**src/rtl/iobuf_dir_ctrl_pkg.sv**
```systemverilog
// Shared state encoding and turnaround-counter helpers for the bidirectional pad controller.
// Declarations only: no latency, no flow control.
package iobuf_dir_ctrl_pkg;

   localparam int TURN_CW  = 4;
   localparam int TURN_MAX = (1 << TURN_CW) - 1;

   typedef enum logic [1:0] {
      RECV    = 2'd0,
      TURN_TX = 2'd1,
      DRIVE   = 2'd2,
      TURN_RX = 2'd3
   } dir_state_t;

   // Counter preload for a gap of `cycles` released cycles, kept inside 1..TURN_MAX.
   function automatic logic [TURN_CW-1:0] turn_load(input int cycles);
      int c;
      c = cycles;
      if (c < 1)        c = 1;
      if (c > TURN_MAX) c = TURN_MAX;
      return TURN_CW'(c - 1);
   endfunction

   function automatic int clamp_sync(input int stages);
      int s;
      s = stages;
      if (s < 1) s = 1;
      if (s > 4) s = 4;
      return s;
   endfunction

endpackage

```
**src/rtl/iobuf_dir_sync.sv**
```systemverilog
// Plain STAGES-deep shift register, cleared asynchronously; latency STAGES cycles.
// No backpressure: shifts every cycle.
module iobuf_dir_sync #(
   parameter int STAGES = 2,
   parameter int W      = 9
) (
   input  logic         C,
   input  logic         CLR,
   input  logic [W-1:0] d,
   output logic [W-1:0] q
);

   logic [W-1:0] stg [STAGES];

   always_ff @(posedge C or posedge CLR) begin
      if (CLR) begin
         for (int k = 0; k < STAGES; k++) stg[k] <= '0;
      end else begin
         stg[0] <= d;
         for (int k = 1; k < STAGES; k++) stg[k] <= stg[k-1];
      end
   end

   assign q = stg[STAGES-1];

endmodule

```
**src/rtl/iobuf_dir_ctrl.sv**
```systemverilog
// Direction controller for a registered tristate pad; RX latency SYNC_STAGES, TX_READY only in DRIVE with DIR_REQ.
// Optional readback mismatch flag under IOBUF_DIR_READBACK_CHECK_EN (ERR tied low otherwise).
module iobuf_dir_ctrl
   import iobuf_dir_ctrl_pkg::*;
#(
   parameter int WIDTH       = 8,
   parameter int TURN_CYCLES = 2,
   parameter int SYNC_STAGES = 2
) (
   input  logic             C,
   input  logic             CLR,
   input  logic             DIR_REQ,
   input  logic [WIDTH-1:0] TX_DATA,
   input  logic             TX_VALID,
   output logic             TX_READY,
   output logic [WIDTH-1:0] RX_DATA,
   output logic             RX_VALID,
   output logic             ERR,
   output logic [WIDTH-1:0] I,
   output logic             T,
   input  logic [WIDTH-1:0] O
);

   localparam int                 SYNC_N    = clamp_sync(SYNC_STAGES);
   localparam logic [TURN_CW-1:0] TURN_LOAD = turn_load(TURN_CYCLES);

   dir_state_t         state_q, state_d;
   logic [TURN_CW-1:0] cnt_q, cnt_d;
   logic               tx_ready_c;
   logic               rx_flag;
   logic [WIDTH:0]     rx_pipe;

   always_ff @(posedge C or posedge CLR) begin
      if (CLR) begin
         state_q <= RECV;
         cnt_q   <= '0;
      end else begin
         state_q <= state_d;
         cnt_q   <= cnt_d;
      end
   end

   always_comb begin
      state_d    = state_q;
      cnt_d      = cnt_q;
      tx_ready_c = 1'b0;
      case (state_q)
         RECV: begin
            if (DIR_REQ) begin
               state_d = TURN_TX;
               cnt_d   = TURN_LOAD;
            end
         end
         TURN_TX: begin
            // Dropping the request here is safe: the pad has not been driven yet.
            if (!DIR_REQ)            state_d = RECV;
            else if (cnt_q == '0)    state_d = DRIVE;
            if (cnt_q != '0)         cnt_d   = cnt_q - TURN_CW'(1);
         end
         DRIVE: begin
            tx_ready_c = DIR_REQ;
            if (!DIR_REQ) begin
               state_d = TURN_RX;
               cnt_d   = TURN_LOAD;
            end
         end
         TURN_RX: begin
            if (cnt_q == '0) state_d = RECV;
            else             cnt_d   = cnt_q - TURN_CW'(1);
         end
         default: state_d = RECV;
      endcase
   end

   assign TX_READY = tx_ready_c;

   // T is registered from the next state so it is low exactly while state_q is DRIVE.
   always_ff @(posedge C or posedge CLR) begin
      if (CLR) begin
         T <= 1'b1;
         I <= '0;
      end else begin
         T <= (state_d != DRIVE);
         if (tx_ready_c && TX_VALID) I <= TX_DATA;
      end
   end

   assign rx_flag = (state_q == RECV);

   iobuf_dir_sync #(
      .STAGES (SYNC_N),
      .W      (WIDTH + 1)
   ) u_rx_sync (
      .C   (C),
      .CLR (CLR),
      .d   ({rx_flag, O}),
      .q   (rx_pipe)
   );

   assign RX_VALID = rx_pipe[WIDTH];
   assign RX_DATA  = rx_pipe[WIDTH-1:0];

`ifdef IOBUF_DIR_READBACK_CHECK_EN
   logic [WIDTH:0] shadow;
   logic           err_q;

   // Shadow of what was driven, delayed to line up with the synchronized readback.
   iobuf_dir_sync #(
      .STAGES (SYNC_N),
      .W      (WIDTH + 1)
   ) u_shadow (
      .C   (C),
      .CLR (CLR),
      .d   ({(T == 1'b0), I}),
      .q   (shadow)
   );

   always_ff @(posedge C or posedge CLR) begin
      if (CLR)                                                  err_q <= 1'b0;
      else if (shadow[WIDTH] && (RX_DATA != shadow[WIDTH-1:0])) err_q <= 1'b1;
   end

   assign ERR = err_q;
`else
   assign ERR = 1'b0;
`endif

endmodule
```
**config.mk**
```make
export PLATFORM = sky130hd
export DESIGN_NAME = iobuf_dir_ctrl
export DESIGN_NICKNAME = d
export VERILOG_FILES = /design/src/rtl/iobuf_dir_ctrl_pkg.sv /design/src/rtl/iobuf_dir_sync.sv /design/src/rtl/iobuf_dir_ctrl.sv
export SDC_FILE = /design/constraint.sdc
export NUM_CORES = 1
export LEC_CHECK = 0
export CAP_MARGIN = 20
export CORE_MARGIN = 2
export CORE_UTILIZATION = 45
export CTS_CLUSTER_DIAMETER = 80
export DETAILED_ROUTE_END_ITERATION = 10
export PLACE_DENSITY = 0.78
export SETUP_SLACK_MARGIN = 0.2
export SLEW_MARGIN = 20
export SYNTH_ARGS = -nofsm -noshare
export SYNTH_HDL_FRONTEND = slang
export SYNTH_HIERARCHICAL = 1
export SYNTH_SLANG_ARGS = --single-unit
```
**constraint.sdc**
```tcl
create_clock -name C -period 2.85 [get_ports C]
set_input_delay 0.285 -clock C [delete_from_list [all_inputs] [get_ports C]]
set_output_delay 0.285 -clock C [all_outputs]
set_load 0.005 [all_outputs]
```
==> results of run 1 <==
==> layout make-up <==
class | instances | area share, %
well taps | 31 | 2.37
flip-flops and latches | 33 | 50.5
inverters | 5 | 1.15
clock buffers | 5 | 2.29
clock inverters | 3 | 1.07
repair buffers | 38 | 23.2
multi-input cells | 35 | 19.5
==> metrics by stage <==
stage	cells	hold WS (ns)	util, %
5_1_grt	150	0.349	60.5
3_5_place_dp	142	0.335	58.4
3_3_place_gp	142	0.333	58.4
2_1_floorplan	85	0.186	-
6_report	150	0.335	60.5
4_1_cts	150	0.359	60.5
==> where the power goes <==
group | internal [uW] | leakage [uW] | total, uW | switching [uW]
logic | 313 | 0.000329 | 477 | 164
clock network | 92.9 | 0.0000310 | 257 | 164
registers | 595 | 0.000395 | 688 | 92.8
total | 1000 | 0.000754 | 1420 | 420
==> routing by layer <==
layer  share of wire, %  up-vias  wire length [um]
li1                   -      340                 -
met2                 53       23              1140
met1                 40      354               849
met4                1.1        0                23
met5                  0        -                 0
met3                6.4        4               138
==> logic make-up after synthesis <==
kind of cell | count (synthesis) | synth area share [%]
AO/OA/AOI/OAI | 7 | 3.88
XOR/XNOR | 1 | 0.697
adder cells (fa/ha/maj) | 1 | 0.996
buffers and inverters | 17 | 8.76
flip-flops | 33 | 65.8
multiplexers | 9 | 10.4
other | 1 | 0.299
AND/OR/NAND/NOR | 16 | 9.16
==> state kept, by name (all words and copies together) (netlist names) <==
name / count
u_rx_sync/stg: 9
state_q: 2
T: 1
cnt_q: 4
I: 8
u_rx_sync/q: 9
==> cell usage after synthesis <==
library cell | count | share of area (%)
buf_2 | 1 | 0.40
conb_1 | 1 | 0.30
a31oi_1 | 1 | 0.50
xor2_1 | 1 | 0.70
mux2_4 | 8 | 9.6
nor3_1 | 1 | 0.40
a21oi_1 | 1 | 0.40
o21ai_0 | 2 | 0.80
ha_1 | 1 | 1.0
a221o_1 | 1 | 0.80
dfstp_2 | 1 | 2.1
o2bb2ai_1 | 1 | 0.70
buf_4 | 10 | 6.0
mux2i_1 | 1 | 0.80
dfrtp_1 | 32 | 64
and4bb_2 | 1 | 1.0
nand4bb_1 | 1 | 0.90
nand2_1 | 3 | 0.90
a22o_1 | 1 | 0.70
buf_6 | 1 | 0.90
and2_1 | 1 | 0.50
and3_1 | 1 | 0.50
nand2_8 | 1 | 1.6
inv_1 | 5 | 1.5
nor2_1 | 3 | 0.90
and3b_1 | 1 | 0.70
or3_1 | 1 | 0.50
and2b_1 | 1 | 0.60
nor4b_1 | 1 | 0.70
==> worst max-delay path: stages (launching register included) <==
cell             delay [ns]
dfrtp_1                0.51
and3b_1                0.43
clkdlybuf4s50_1        0.56
==> path summary, 6_finish.rpt <==
path | end | slack [ns] | depth (start not counted)
worst max register to register | I[1] | 1.36 | 3
worst min-delay path | I[2] | 0.34 | 2
min in group C | u_rx_sync/q[7] | 0.36 | 0
max in group asynchronous | u_rx_sync/q[4] | 2.09 | 2
worst max-delay path | TX_READY | 0.72 | 2
worst min register to register | u_rx_sync/q[7] | 0.36 | 0
==> impl_metrics.csv, run 1 <==
group,metric,value,unit
routing,route.vias.total,721,
sta,rsz0062_at_grt,"no",
logic_synthesis,synth_area,0.00126,mm2
power,ir_drop,0.742,mV
routing,remaining_drc_errors,0,
layout,fin_nets,139,
floorplan,die_area,0.00323,mm2
clock_tree,numCtsBuffers,5,
layout,final_common_cell,"clkdlybuf4s50_1",
sta,slew_viol_final,0,
placed_design,io_buffer_count,38,
routing,wl,2.15,mm
placed_design,post-dp-hpwl,1.58,mm
sta,relSlewSlack,58.3,%
sta,fin_crit_sh,74.6,%
floorplan,rows,19,
clock_tree,cts_tree,"done",
sta,tns,0,ns
sta,fin_crit,2.13,ns
worst_setup_path,r2r-start,"state_q[0]",
placed_design,dpl_cell_area,0.00158,mm2
layout,final_layout_size_suffix_gt1_share,16.0,%
worst_setup_path,arrival,1.84,ns
routing,ant_nets,0,
clock_tree,clk_latency,0.33,ns
global_route,grt_pass1_wl,3.68,mm
sta,setup_viol,0,
layout,fillCellCount,222,
run,maxCapViolations,0,
sta,skew,0.00580,ns
layout,areaGrowthSynthToFinish,30.5,%
global_route,overflow,0,
routing,wl_per_cell,14.3,um
routing,drtIter0Drc,22,
power,power_density,867,mW/mm2
global_route,grt_max_degree,19,
logic_synthesis,avgSynthCellArea,14.8,um2
worst_setup_path,cp-start-kind,"flip-flop",
layout,stdcell_area,0.00164,mm2
global_route,antenna_found_initial,0,
global_route,met2_usage,26.6,%
clock_tree,cts_buffer_depth,2,
status,status,"completed",
clock_tree,cts.hold.buffers_added,0,
logic_synthesis,yosys_warnings,6,
worst_setup_path,endpoint_kind,"output pin",
floorplan,die_y,56.8,um
hold_path,hp-class,"input pin to asynchronous set/reset pin",
placed_design,post-place-ws,0.816,ns
floorplan,start_util,46.4,%
sta,finalHoldViolations,0,
global_route,busiest_layer,"met2",
floorplan,core_area,0.00271,mm2
sta,fmax,0.470,GHz
clock_tree,cts.sinks,33,
sta,tightest_slew,0.625,ns
power,power,1420,uW
logic_synthesis,synth_cells,85,
layout,diodes,0,
global_route,grt_pass1_vias,763,
logic_synthesis,syn-num-nets,106,
worst_setup_path,critical_path_class,"flip-flop to output pin",
clock_tree,cts_max_level,2,
layout,layout_common_cells,"clkdlybuf4s50_1 (38), dfrtp_1 (32), mux2_4 (8), inv_1 (5), clkbuf_4 (5)",
clock_tree,root_buffer,"clkbuf_4",
layout,seq_area,827,um2
clock_tree,clk_pin_slew,0.11,ns
routing,dr.pass1.iters,2,
global_route,grt.met3_usage,8.06,%
floorplan,die_w,56.8,um
sta,timing.final.ws_setup,0.725,ns
worst_setup_path,crit_start,"state_q[0]",
worst_setup_path,required,2.57,ns
logic_synthesis,synth_seq_area_share,65.8,%
worst_setup_path,worst-path-max-fanout,11,
logic_synthesis,synth_cell_type_count,29,
clock_tree,cts_setup_buffers,0,
clock_tree,cts_resized,0,
placed_design,gp_congestion,0.702,
layout,multi_input_area,319,um2
logic_synthesis,ys_seq_elements,33,
power,leakage,0.000754,uW
routing,avgViaCountPerCell,4.81,
floorplan,ios,40,
global_route,track_usage,15.8,%
global_route,grtUsageMet1,17.4,%
No activity file was read; power rests on OpenSTA's default activity.
==> inputs of run 2 (changes only) <==
- clock period: 2.85 -> 2 ns (I/O delays scaled with it)
==> run 2 against run 1 <==
Compared with the run above:
- core utilization is 0.65 points higher
- combinational power is 52% higher
- global-route usage is 0.90 points lower
- sequential cell count stayed put
- critical path depth stayed put
- non-clock buffer count is 2 higher
- largest cell class unchanged
==> impl_metrics.csv, run 2 (synthesized netlist as in run 1, its figures left out) <==
group,metric,value,unit
routing,ant_nets,0,
power,intPower,1450,uW
layout,areaGrowthSynthToFinish,31.9,%
routing,drtIter0Drc,10,
placed_design,io_buffer_count,38,
layout,fillCellCount,211,
worst_setup_path,worst-path-max-fanout,2,
power,power_frac_comb,35.6,%
sta,skew,0.00724,ns
clock_tree,cts_tree,"done",
worst_setup_path,required,1.80,ns
layout,layout_common_cells,"clkdlybuf4s50_1 (38), dfrtp_1 (30), mux2_4 (8), inv_1 (5), clkbuf_4 (5)",
layout,stdcell_area,0.00166,mm2
global_route,grt_pass1_wl,3.44,mm
clock_tree,clk_latency,0.32,ns
power,swShare,28.9,%
power,p_seq_share,47.1,%
routing,wl_per_cell,13.8,um
worst_setup_path,arrival,1.51,ns
placed_design,post-dp-hpwl,1.54,mm
run,maxCapViolations,0,
worst_setup_path,r2r_cells,4,
worst_setup_path,r2r-start,"state_q[1]",
floorplan,core_area,0.00271,mm2
power,p_sw,588,uW
routing,route.vias.total,724,
global_route,track_usage,14.9,%
floorplan,die_w,56.8,um
clock_tree,cts.sinks,33,
power,power,2040,uW
worst_setup_path,endpoint_kind,"output pin",
floorplan,ios,40,
sta,rsz0062_at_grt,"no",
clock_tree,cts_buffer_depth,2,
placed_design,gp_congestion,0.692,
sta,tightest_slew,0.619,ns
clock_tree,numCtsBuffers,5,
floorplan,start_util,46.4,%
hold_path,hp-class,"input pin to asynchronous set/reset pin",
worst_setup_path,reg2reg_to,"I[3]",
global_route,grt_pass1_vias,776,
global_route,antenna_found_initial,0,
floorplan,rows,19,
global_route,grt_max_degree,19,
sta,finalHoldViolations,0,
floorplan,die_y,56.8,um
global_route,overflow,0,
sta,fin_crit_sh,85.3,%
routing,remaining_drc_errors,0,
worst_setup_path,cp-start-kind,"flip-flop",
layout,fin_nets,141,
sta,fmax,0.586,GHz
sta,fin_crit,1.71,ns
power,leakage,0.000762,uW
power,clkPwrFrac,17.4,%
sta,relSlewSlack,58.7,%
clock_tree,cts_max_level,2,
floorplan,die_area,0.00323,mm2
power,power_density,1230,mW/mm2
worst_setup_path,critical_path_class,"flip-flop to output pin",
placed_design,dpl_cell_area,0.00159,mm2
clock_tree,cts.hold.buffers_added,0,
sta,setup_viol,0,
status,status,"completed",
clock_tree,root_buffer,"clkbuf_4",
layout,final_layout_size_suffix_gt1_share,19.0,%
sta,slew_viol_final,0,
routing,dr.pass1.iters,4,
routing,wl,2.11,mm
layout,final_common_cell,"clkdlybuf4s50_1",
worst_setup_path,reg2reg_setup_slack,0.62,ns
sta,tns,0,ns
routing,avgViaCountPerCell,4.76,
layout,diodes,0,
power,ir_drop,0.893,mV
clock_tree,clk_pin_slew,0.10,ns
-- run 2: how the worst max path moves through the flow --
stage	start	end	slack (ns)	cells after the start
2_1_floorplan	state_q[1]	I[0]	0.74	4
3_3_place_gp	DIR_REQ	TX_READY	0.35	3
3_5_place_dp	DIR_REQ	TX_READY	0.33	3
4_1_cts	state_q[1]	TX_READY	0.23	2
5_1_grt	state_q[0]	TX_READY	0.24	2
6_report	state_q[0]	TX_READY	0.29	2
-- run 2: layout make-up --
cell class | count | area, um2 | area share [%]
sequential | 33 | 830 | 50.1
timing repair buffer | 40 | 395 | 23.9
multi-input combinational | 35 | 319 | 19.3
tap | 31 | 38.8 | 2.34
clock buffer | 5 | 37.5 | 2.27
inverter | 5 | 18.8 | 1.13
clock inverter | 3 | 17.5 | 1.06
-- run 2: worst max-delay path: stages, from the launching register on --
cell	delay, ns
dfrtp_2	0.42
and3b_1	0.24
clkdlybuf4s50_1	0.53
-- run 2: per-layer routing --
layer / share of wire [%] / vias up / global-route usage, % / wire length (um)
li1: - / 341 / - / -
met1: 39 / 353 / 16.7 / 814
met2: 53 / 28 / 23.3 / 1120
met3: 7.0 / 2 / 7.14 / 148
met4: 1.0 / 0 / 8.31 / 21
met5: 0 / - / 0 / 0
-- run 2: through the flow --
step           setup slack, ns  utilization [%]  hold WS, ns  cells
2_1_floorplan            0.742                -        0.101     85
3_3_place_gp             0.348             58.7        0.333    143
3_5_place_dp             0.335             58.7        0.336    143
4_1_cts                  0.228             61.1        0.280    152
5_1_grt                  0.239             61.1        0.267    152
6_report                 0.294             61.1        0.282    152
-- run 2: power groups by stage --
stage	Combinational (uW)	Sequential, uW	Clock [uW]
CTS	733	959	373
detailed placement	691	990	0
global route	784	979	407
global placement	659	975	0
floorplan	419	952	0
finish	724	959	354
-- run 2: timing repair --
item / in CTS / in global routing
setup endpoints to repair: 1 / 1
resized for setup: 1 / 1
buffers inserted: 1 / 0
==> inputs of run 3 (changes only) <==
--- a/config.mk
+++ b/config.mk
@@ -8,3 +8,2 @@
 export CAP_MARGIN = 20
-export CORE_MARGIN = 2
 export CORE_UTILIZATION = 45
==> constraint.sdc (replaced) <==
create_clock -name C -period 2 [get_ports C]
set_input_delay 0.3 -clock C [delete_from_list [all_inputs] [get_ports C]]
set_output_delay 0.3 -clock C [all_outputs]
set_load 0.005 [all_outputs]
==> run 3 against run 2 <==
Compared with the run above:
- clock skew decreased by 0.0032 ns
- power is 8.0% higher
- worst hold slack gained 0.072 ns
- sequential share of layout area decreased by 1.3 points
- cell area up 2.6%
- largest cell class unchanged
- largest power group unchanged
==> impl_metrics.csv, run 3 (synthesized netlist as in run 1, its figures left out) <==
group,metric,value,unit
sta,timing.final.ws_setup,0.368,ns
global_route,track_usage,16.1,%
power,ir_drop,0.961,mV
sta,relSlewSlack,57.9,%
floorplan,core_area,0.00257,mm2
worst_setup_path,reg2reg_to,"I[6]",
status,status,"completed",
power,leakage,0.000791,uW
clock_tree,root_buffer,"clkbuf_4",
power,p_seq_share,43.7,%
sta,fin_crit,1.63,ns
power,intPower,1620,uW
run,maxCapViolations,0,
worst_setup_path,endpoint_kind,"output pin",
layout,diodes,0,
floorplan,start_util,48.9,%
layout,layout_common_cells,"clkdlybuf4s50_1 (37), dfrtp_1 (30), mux2_4 (8), inv_1 (5), clkbuf_4 (5)",
power,power_density,1290,mW/mm2
sta,setup_viol,0,
worst_setup_path,critPathTopFamily,"flip-flops",
routing,wl_per_cell,13.8,um
clock_tree,cts_tree,"done",
worst_setup_path,reg2reg_setup_slack,0.50,ns
floorplan,die_y,54.8,um
floorplan,rows,18,
worst_setup_path,cpPeakStageDelay,0.53,ns
worst_setup_path,crit_buf_inv,1,
power,p_sw,581,uW
layout,final_layout_size_suffix_gt1_share,19.5,%
sta,slew_viol_final,0,
global_route,antenna_found_initial,0,
power,power_frac_comb,33.0,%
sta,skew,0.00403,ns
routing,ant_nets,0,
worst_setup_path,crit_chain,"clkdlybuf4s50_1",
worst_setup_path,required,1.70,ns
sta,fmax,0.613,GHz
worst_setup_path,worst-path-max-fanout,1,
clock_tree,cts.sinks,33,
routing,wl,2.11,mm
sta,fin_crit_sh,81.6,%
worst_setup_path,cp-start-kind,"flip-flop",
clock_tree,clk_latency,0.32,ns
worst_setup_path,arrival,1.33,ns
global_route,grt_pass1_wl,3.23,mm
global_route,grt_max_degree,19,
worst_setup_path,slowest_stage,"dfstp_2",
sta,finalHoldViolations,0,
placed_design,gp_congestion,0.747,
layout,fin_nets,143,
routing,route.vias.total,753,
sta,hold-worst-slack,0.354,ns
placed_design,post-dp-hpwl,1.39,mm
sta,tns,0,ns
routing,remaining_drc_errors,0,
sta,tightest_slew,0.631,ns
routing,avgViaCountPerCell,4.92,
hold_path,hp-class,"input pin to asynchronous set/reset pin",
clock_tree,cts_buffer_depth,2,
floorplan,ios,40,
routing,drtIter0Drc,9,
placed_design,post-place-ws,0.227,ns
worst_setup_path,r2r_cells,5,
worst_setup_path,r2r-start,"state_q[1]",
clock_tree,clk_pin_slew,0.10,ns
layout,final_common_cell,"clkdlybuf4s50_1",
sta,rsz0062_at_grt,"no",
clock_tree,cts_max_level,2,
power,swShare,26.4,%
global_route,grt_pass1_vias,706,
placed_design,io_buffer_count,38,
floorplan,die_w,54.8,um
clock_tree,numCtsBuffers,5,
layout,fillCellCount,203,
worst_setup_path,critical_path_class,"flip-flop to output pin",
routing,dr.pass1.iters,4,
global_route,overflow,0,
layout,areaGrowthSynthToFinish,35.3,%
floorplan,die_area,0.00301,mm2
power,clkPwrFrac,23.3,%
[run 3: cell types whose count changed in the layout (fill, tap and decap cells not counted), sizes merged]
cell / delta
buf: +2
dlygate4sd2: +1
clkdlybuf4s50: -1
clkbuf: +2
clkinv: -2
clkinvlp: -1
bufinv: +1
[run 3: final cells by class]
type	count	area (um2)	share of cell area (%)
Sequential cell	33	830	48.8
Inverter	5	18.8	1.10
Clock buffer	7	55.1	3.24
Tap cell	30	37.5	2.21
Timing Repair Buffer	42	409	24.1
Multi-Input combinational cell	35	319	18.8
Clock inverter	1	30.0	1.77
[run 3: layer usage]
metal	routed length [um]	up-vias	track usage, %
met4	42	0	8.97
met2	1040	38	24.7
met3	144	6	5.28
li1	-	343	-
met5	0	-	0
met1	876	366	19.8
[run 3: how the worst max path moves through the flow]
stage / start / slack, ns / cells past startpoint / to
global route: T / 0.32 / 1 / T
finish: T / 0.37 / 1 / T
CTS: T / 0.35 / 1 / T
detailed placement: DIR_REQ / 0.23 / 3 / TX_READY
global placement: DIR_REQ / 0.26 / 3 / TX_READY
floorplan: state_q[1] / 0.74 / 4 / I[0]
[run 3: power groups by stage]
stage / clock [uW] / sequential (uW) / combinational (uW)
floorplan: 0 / 952 / 419
global placement: 0 / 979 / 659
detailed placement: 0 / 985 / 682
CTS: 522 / 964 / 733
global route: 543 / 989 / 798
finish: 511 / 962 / 726
[run 3: timing repair]
item	in CTS	in global routing
buffers inserted	2	0
hold buffers	0	0
setup endpoints to repair	1	0
gates resized for setup	3	0
[run 3: through the flow]
stage | power (uW) | std cells | cell area, um2 | utilization, %
5_1_grt | 2330 | 153 | 1700 | 66.2
3_5_place_dp | 1670 | 143 | 1600 | 62.2
3_3_place_gp | 1640 | 143 | 1600 | 62.2
6_report | 2200 | 153 | 1700 | 66.2
4_1_cts | 2220 | 153 | 1700 | 66.2
2_1_floorplan | 1370 | 85 | 1260 | -
